## config.mk

```make
export PLATFORM = sky130hd
export DESIGN_NAME = prog_loader_flat
export DESIGN_NICKNAME = d
export VERILOG_FILES = /design/src/rtl/prog_loader_pkg.sv /design/src/rtl/prog_loader_if.sv /design/src/rtl/prog_loader_sat_counter.sv /design/src/rtl/prog_loader.sv /design/src/flat_wrapper.sv
export SDC_FILE = /design/constraint.sdc
export NUM_CORES = 1
export LEC_CHECK = 0
export CAP_MARGIN = 20
export CORE_MARGIN = 4
export CORE_UTILIZATION = 30
export CTS_BUF_LIST = sky130_fd_sc_hd__clkbuf_8
export DETAILED_ROUTE_END_ITERATION = 6
export SETUP_SLACK_MARGIN = 0.05
export SYNTH_ARGS = -nofsm -noshare
export SYNTH_HDL_FRONTEND = slang
export SYNTH_SLANG_ARGS = --single-unit
```

## constraint.sdc

```tcl
create_clock -name clk -period 2.47 [get_ports clk]
set_input_delay 0.6175 -clock clk [delete_from_list [all_inputs] [get_ports clk]]
set_output_delay 0.6175 -clock clk [all_outputs]
set_load 0.03 [all_outputs]
```

## src/rtl/prog_loader_pkg.sv

```systemverilog
// Shared constants and types for the program loader and the CPU program memory.
`default_nettype none

package prog_loader_pkg;

  localparam int DEF_OPCODE    = 3;
  localparam int DEF_WIDTH_REG = 8;
  localparam int RUN_CNT_W     = 16;

  localparam logic [7:0] SYNC_BYTE = 8'hA5;

  function automatic int addr_width(input int width_reg, input int opcode);
    return width_reg - opcode;
  endfunction

  localparam int WIDTH_ADDRESS_BIT = addr_width(DEF_WIDTH_REG, DEF_OPCODE);
  localparam int DEPTH             = 2 ** WIDTH_ADDRESS_BIT;

  typedef enum logic [2:0] {
    ST_IDLE = 3'd0,
    ST_LEN  = 3'd1,
    ST_LOAD = 3'd2,
    ST_CHK  = 3'd3,
    ST_RUN  = 3'd4,
    ST_DONE = 3'd5,
    ST_ERR  = 3'd6
  } pl_state_t;

endpackage

`default_nettype wire

```

## src/rtl/prog_loader_if.sv

```systemverilog
// Host byte stream, program-memory write port and CPU control/status bundle.
`default_nettype none

interface prog_loader_if
  import prog_loader_pkg::*;
#(
  parameter int WIDTH_REG = DEF_WIDTH_REG,
  parameter int WIDTH_AB  = WIDTH_ADDRESS_BIT
);

  logic                 in_valid;
  logic [WIDTH_REG-1:0] in_data;
  logic                 in_ready;
  logic                 mem_wr;
  logic [WIDTH_AB-1:0]  mem_addr;
  logic [WIDTH_REG-1:0] mem_wdata;
  logic                 cpu_reset_n;
  logic                 cpu_halt;
  logic [WIDTH_REG-1:0] cpu_result;
  logic [WIDTH_REG-1:0] result;
  logic [RUN_CNT_W-1:0] run_cycles;
  logic                 done;
  logic                 err;

  // Host / CPU side
  modport master (
    output in_valid, in_data, cpu_halt, cpu_result,
    input  in_ready, mem_wr, mem_addr, mem_wdata, cpu_reset_n,
    input  result, run_cycles, done, err
  );

  // Loader side
  modport slave (
    input  in_valid, in_data, cpu_halt, cpu_result,
    output in_ready, mem_wr, mem_addr, mem_wdata, cpu_reset_n,
    output result, run_cycles, done, err
  );

endinterface

`default_nettype wire

```

## src/rtl/prog_loader_sat_counter.sv

```systemverilog
// Saturating up-counter with synchronous clear (clear wins over enable).
`default_nettype none

module sat_counter #(
  parameter int WIDTH = 16
) (
  input  wire logic             clk,
  input  wire logic             reset,
  input  wire logic             i_clr,
  input  wire logic             i_en,
  output logic [WIDTH-1:0]      o_count
);

  logic [WIDTH-1:0] r_count;

  always_ff @(posedge clk or negedge reset) begin
    if (!reset) begin
      r_count <= '0;
    end else if (i_clr) begin
      r_count <= '0;
    end else if (i_en && (r_count != '1)) begin
      r_count <= r_count + WIDTH'(1);
    end
  end

  assign o_count = r_count;

endmodule

`default_nettype wire

```

## src/rtl/prog_loader.sv

```systemverilog
// Framed program loader: receives SYNC/len/payload/XOR frames, writes program
// memory, releases the CPU and measures how long it runs until HALT.
`default_nettype none

module prog_loader
  import prog_loader_pkg::*;
#(
  parameter int OPCODE    = DEF_OPCODE,
  parameter int WIDTH_REG = DEF_WIDTH_REG
) (
  input  wire logic    clk,
  input  wire logic    reset,
  prog_loader_if.slave bus
);

  localparam int ADDR_W    = addr_width(WIDTH_REG, OPCODE);
  localparam int MEM_DEPTH = 2 ** ADDR_W;
  localparam int IDX_W     = ADDR_W + 1;

  pl_state_t            r_state;
  logic                 r_in_ready;
  logic                 r_mem_wr;
  logic [ADDR_W-1:0]    r_mem_addr;
  logic [WIDTH_REG-1:0] r_mem_wdata;
  logic                 r_cpu_reset_n;
  logic [WIDTH_REG-1:0] r_result;
  logic                 r_done;
  logic                 r_err;
  logic [IDX_W-1:0]     r_len;
  logic [IDX_W-1:0]     r_idx;
  logic [WIDTH_REG-1:0] r_xor;

  logic                 w_accept;
  logic                 w_is_sync;
  logic                 w_len_ok;
  logic                 w_last;
  logic                 w_csum_ok;
  logic                 w_cnt_clr;
  logic                 w_cnt_en;
  logic [RUN_CNT_W-1:0] w_run_cycles;

  assign w_accept  = bus.in_valid & r_in_ready;
  assign w_is_sync = (bus.in_data == WIDTH_REG'(SYNC_BYTE));
  assign w_len_ok  = (bus.in_data != '0) && (bus.in_data <= WIDTH_REG'(MEM_DEPTH));
  assign w_last    = ((r_idx + IDX_W'(1)) == r_len);
  assign w_csum_ok = (bus.in_data == r_xor);
  assign w_cnt_clr = (r_state == ST_CHK) && w_accept && w_csum_ok;
  assign w_cnt_en  = (r_state == ST_RUN);

  always_ff @(posedge clk or negedge reset) begin
    if (!reset) begin
      r_state       <= ST_IDLE;
      r_in_ready    <= 1'b1;
      r_mem_wr      <= 1'b0;
      r_mem_addr    <= '0;
      r_mem_wdata   <= '0;
      r_cpu_reset_n <= 1'b0;
      r_result      <= '0;
      r_done        <= 1'b0;
      r_err         <= 1'b0;
      r_len         <= '0;
      r_idx         <= '0;
      r_xor         <= '0;
    end else begin
      r_mem_wr <= 1'b0;
      r_done   <= 1'b0;
      case (r_state)
        ST_IDLE, ST_DONE, ST_ERR: begin
          // Non-sync bytes are swallowed here; only 0xA5 opens a frame.
          if (w_accept && w_is_sync) begin
            r_state       <= ST_LEN;
            r_xor         <= '0;
            r_err         <= 1'b0;
            r_cpu_reset_n <= 1'b0;
          end
        end
        ST_LEN: begin
          if (w_accept) begin
            if (w_len_ok) begin
              r_len   <= bus.in_data[IDX_W-1:0];
              r_idx   <= '0;
              r_state <= ST_LOAD;
            end else begin
              r_err   <= 1'b1;
              r_state <= ST_ERR;
            end
          end
        end
        ST_LOAD: begin
          if (w_accept) begin
            r_mem_wr    <= 1'b1;
            r_mem_addr  <= r_idx[ADDR_W-1:0];
            r_mem_wdata <= bus.in_data;
            r_xor       <= r_xor ^ bus.in_data;
            r_idx       <= r_idx + IDX_W'(1);
            if (w_last) begin
              r_state <= ST_CHK;
            end
          end
        end
        ST_CHK: begin
          if (w_accept) begin
            if (w_csum_ok) begin
              r_state       <= ST_RUN;
              r_cpu_reset_n <= 1'b1;
              r_in_ready    <= 1'b0;
            end else begin
              r_err   <= 1'b1;
              r_state <= ST_ERR;
            end
          end
        end
        ST_RUN: begin
          if (bus.cpu_halt) begin
            r_result   <= bus.cpu_result;
            r_done     <= 1'b1;
            r_in_ready <= 1'b1;
            r_state    <= ST_DONE;
          end
        end
        default: begin
          r_state    <= ST_IDLE;
          r_in_ready <= 1'b1;
        end
      endcase
    end
  end

  // Counts every RUN cycle including the halting one, so a halt on the
  // first RUN cycle reports 1.
  sat_counter #(
    .WIDTH (RUN_CNT_W)
  ) u_run_cnt (
    .clk     (clk),
    .reset   (reset),
    .i_clr   (w_cnt_clr),
    .i_en    (w_cnt_en),
    .o_count (w_run_cycles)
  );

  assign bus.in_ready    = r_in_ready;
  assign bus.mem_wr      = r_mem_wr;
  assign bus.mem_addr    = r_mem_addr;
  assign bus.mem_wdata   = r_mem_wdata;
  assign bus.cpu_reset_n = r_cpu_reset_n;
  assign bus.result      = r_result;
  assign bus.run_cycles  = w_run_cycles;
  assign bus.done        = r_done;
  assign bus.err         = r_err;

endmodule

`default_nettype wire

```

## src/flat_wrapper.sv

```systemverilog
// flat-port wrapper written by rule: the top's interface ports become plain ports
module prog_loader_flat import prog_loader_pkg::*;
#(
  parameter int OPCODE    = DEF_OPCODE,
  parameter int WIDTH_REG = DEF_WIDTH_REG
)
  (clk, reset, bus_in_valid, bus_in_data, bus_cpu_halt, bus_cpu_result, bus_in_ready, bus_mem_wr, bus_mem_addr, bus_mem_wdata, bus_cpu_reset_n, bus_result, bus_run_cycles, bus_done, bus_err);
  prog_loader_if #(.WIDTH_REG(WIDTH_REG)) bus_i ();
  input  wire logic clk;
  input  wire logic reset;
  input wire logic [$bits(bus_i.in_valid)-1:0] bus_in_valid;
  input wire logic [$bits(bus_i.in_data)-1:0] bus_in_data;
  input wire logic [$bits(bus_i.cpu_halt)-1:0] bus_cpu_halt;
  input wire logic [$bits(bus_i.cpu_result)-1:0] bus_cpu_result;
  output wire logic [$bits(bus_i.in_ready)-1:0] bus_in_ready;
  output wire logic [$bits(bus_i.mem_wr)-1:0] bus_mem_wr;
  output wire logic [$bits(bus_i.mem_addr)-1:0] bus_mem_addr;
  output wire logic [$bits(bus_i.mem_wdata)-1:0] bus_mem_wdata;
  output wire logic [$bits(bus_i.cpu_reset_n)-1:0] bus_cpu_reset_n;
  output wire logic [$bits(bus_i.result)-1:0] bus_result;
  output wire logic [$bits(bus_i.run_cycles)-1:0] bus_run_cycles;
  output wire logic [$bits(bus_i.done)-1:0] bus_done;
  output wire logic [$bits(bus_i.err)-1:0] bus_err;
  assign bus_i.in_valid = bus_in_valid;
  assign bus_i.in_data = bus_in_data;
  assign bus_i.cpu_halt = bus_cpu_halt;
  assign bus_i.cpu_result = bus_cpu_result;
  assign bus_in_ready = bus_i.in_ready;
  assign bus_mem_wr = bus_i.mem_wr;
  assign bus_mem_addr = bus_i.mem_addr;
  assign bus_mem_wdata = bus_i.mem_wdata;
  assign bus_cpu_reset_n = bus_i.cpu_reset_n;
  assign bus_result = bus_i.result;
  assign bus_run_cycles = bus_i.run_cycles;
  assign bus_done = bus_i.done;
  assign bus_err = bus_i.err;
  prog_loader #(.OPCODE(OPCODE), .WIDTH_REG(WIDTH_REG)) u_core (.clk(clk), .reset(reset), .bus(bus_i));
endmodule
```

==> impl_metrics.json <==
{
  "grt_max_degree": 47,
  "timing.max_cap.violations": 0,
  "ios": 62,
  "critPathKind": "input port to register",
  "nets": 458,
  "synth_ff_type": "dfrtp_1",
  "cts_inserted_buffers": 9,
  "reg2reg_from": "u_core.u_run_cnt.o_count[0]$_DFFE_PN0P_",
  "fin_skew_ns": 0.00764,
  "core_um2": 10900,
  "die_area_um2": 12900,
  "num_rows": 38,
  "grt_usage_pct": 13.6,
  "synth_fp_nets": 369,
  "clk_pin_slew_ns": 0.07,
  "cp.required_ns": 2.70,
  "holdCritPathClass": "input port to async pin",
  "dieWidth_um": 114,
  "ir_worst_vdd_v": 0.000564,
  "timing.final.hold_violations": 0,
  "status": "completed",
  "seq_area_frac_synth_pct": 48.5,
  "drive_gt1_share_pct": 17.5,
  "synth_top_area_cell": "dfrtp_1",
  "grt_pass1_vias": 2901,
  "synthCells": 347,
  "dr_total_vias": 2851,
  "hpwl_um": 6000,
  "synth_top_area_share_pct": 47.7,
  "floorplan.initialDensity_pct": 30.8,
  "synth-warning-count": 0,
  "rr_worst_depth": 6,
  "synth_edf_count": 0,
  "synth_cell_type_count": 49,
  "yosys-top-cells-count": "dfrtp_1 (64), nand2_1 (58), nor2_1 (28)",
  "timing.rr.end": "u_core.u_run_cnt.o_count[1]$_DFFE_PN0P_",
  "via_per_inst": 4.91,
  "grt-ovfl-total": 0,
  "dr.pass1.iters": 4,
  "synth.area.top_cells": "dfrtp_1 (48%), nand2_1 (6.5%), mux2_2 (5.0%)",
  "antenna_cells": 0,
  "fp.dieH_um": 114,
  "cts_root_buffer": "clkbuf_8",
  "grt_antenna_before_repair": 0,
  "p_leak_nw": 1.96,
  "slew_headroom_pct": 66.7,
  "r2r_setup_slack_ns": 0.32,
  "port_buffers": 61,
  "slew_viol_final": 0,
  "area_growth_pct": 36.1,
  "grt_pass1_wl_um": 14100,
  "arrival_ns": 2.63,
  "drt-initial-drc-count": 115,
  "cp_max_fo": 8,
  "rsz0062_at_grt": "false",
  "synthMostInstantiatedCell": "dfrtp_1",
  "wl_um": 8390,
  "cts_sinks": 65,
  "period_needed_ns": 2.40,
  "wl_per_cell_um": 14.4,
  "clock_latency_ns": 0.34,
  "tightest_slew_ns": 0.495,
  "finalSetupViolCount": 0,
  "synth_area_per_cell_um2": 9.67,
  "clock.fmax_ghz": 0.416,
  "htree_levels": 3,
  "route.detailed.drc": 0,
  "async_flop_share_pct": 100,
  "setup_tns_ns": 0,
  "critPathLaunchType": "input port",
  "period_share_pct": 97.3,
  "ant_nets": 0,
  "synth_seq_cells": 65,
  "power.density_nw_per_um2": 1230,
  "syn_area_um2": 3360,
  "cts_tree": "yes",
  "gp_congestion": 0.796,
  "holdWs_ns": 0.219,
  "fin_util_pct": 42.0,
  "cp-end-kind": "register",
  "cts.path.max_buffers": 2
}
[repair_timing]
item / in CTS / in global routing
endpoints found under the setup margin: 6 / 15
gates resized for setup: 0 / 10
pin swaps: 1 / 1
hold buffers: 0 / 0
hold endpoints to repair: 0 / 0
buffers inserted: 1 / 1
[critical path: stages]
cell	delay (ns)
clkdlybuf4s50_1	0.42
or3_4	0.43
or4_4	0.52
a21oi_4	0.18
buf_12	0.14
mux2_2	0.32
[logic make-up after synthesis]
group                    Yosys count  synth area share [%]
flip-flops                        65                  48.5
adder cells (fa/ha/maj)            4                  1.34
XOR/XNOR                          27                  7.05
multiplexers                      18                  5.93
AND/OR/NAND/NOR                  161                  24.1
buffers and inverters             22                  2.83
AO/OA/AOI/OAI                     50                  10.2
[state kept, by name (all words and copies together), names as in the netlist]
register,flops
u_core.bus.result,8
u_core.bus.cpu_reset_n,1
u_core.bus.err,1
u_core.bus.mem_wdata,8
u_core.bus.mem_addr,5
u_core.r_len,6
u_core.bus.mem_wr,1
u_core.r_idx,6
u_core.r_xor,8
u_core.bus.in_ready,1
u_core.r_state,3
u_core.bus.done,1
u_core.u_run_cnt.o_count,16
[cell type report]
class | instances | area, µm²
Clock inverter | 3 | 13.8
Timing Repair Buffer | 95 | 897
Clock buffer | 13 | 179
Inverter | 5 | 18.8
Fill cell | 1059 | 6320
Multi-Input combinational cell | 260 | 1660
Sequential cell | 65 | 1630
Tap cell | 140 | 175
[per-stage QoR]
stage                     std cells  area, µm²  total power, mW  setup WS (ns)
after floorplan                 347       3360             3.70          0.116
after global placement          563       4310             4.70         -0.331
after detailed placement        563       4310             4.76         -0.360
after CTS                       580       4510             5.66         0.0364
after global routing            581       4570             6.01         0.0474
final                           581       4570             5.61         0.0666
[worst max-delay path by stage]
stage | from | endpoint | slack, ns | depth (start not counted)
after floorplan | bus_in_data[5] | u_core.r_len[0]$_DFFE_PN0P_ | 0.12 | 5
after global placement | bus_in_data[7] | u_core.r_len[5]$_DFFE_PN0P_ | -0.33 | 5
after detailed placement | bus_in_data[6] | u_core.r_len[4]$_DFFE_PN0P_ | -0.36 | 5
after CTS | bus_in_data[6] | u_core.r_len[4]$_DFFE_PN0P_ | 0.04 | 5
after global routing | bus_in_data[3] | u_core.r_len[1]$_DFFE_PN0P_ | 0.05 | 6
final | bus_in_data[3] | u_core.r_len[1]$_DFFE_PN0P_ | 0.07 | 6
[cell usage in the layout, fill, tap and decap left out, drive strengths merged, types with 4 or more instances in the layout]
cell type      count
a21oi              6
o22ai              7
mux2              15
a31o               8
xnor2             12
nand2             58
o21ai             11
nor4               6
nor3               6
nand4              9
clkdlybuf4s50     57
nor2              28
nand2b            12
nand3b             6
nand3             15
a31oi              4
or3                4
o211ai             4
dfrtp             64
and3               4
inv                6
clkbuf            13
xor2              15
buf               35
[where the power goes]
| part | switching, mW | internal, mW | leakage [nW] |
|---|---|---|---|
| Sequential | 0.426 | 1.52 | 0.780 |
| Clock | 0.405 | 0.467 | 0.107 |
| Combinational | 1.53 | 1.26 | 1.08 |
[routing by layer]
layer  GRT usage (%)  vias to the layer above  wire (µm)
met5               0                        -          0
met4            6.89                        0        178
met3            2.65                       13        287
met2            21.7                       54       4140
met1            17.7                     1384       3780
li1                -                     1400          -
(Power assumes the default switching activity.)
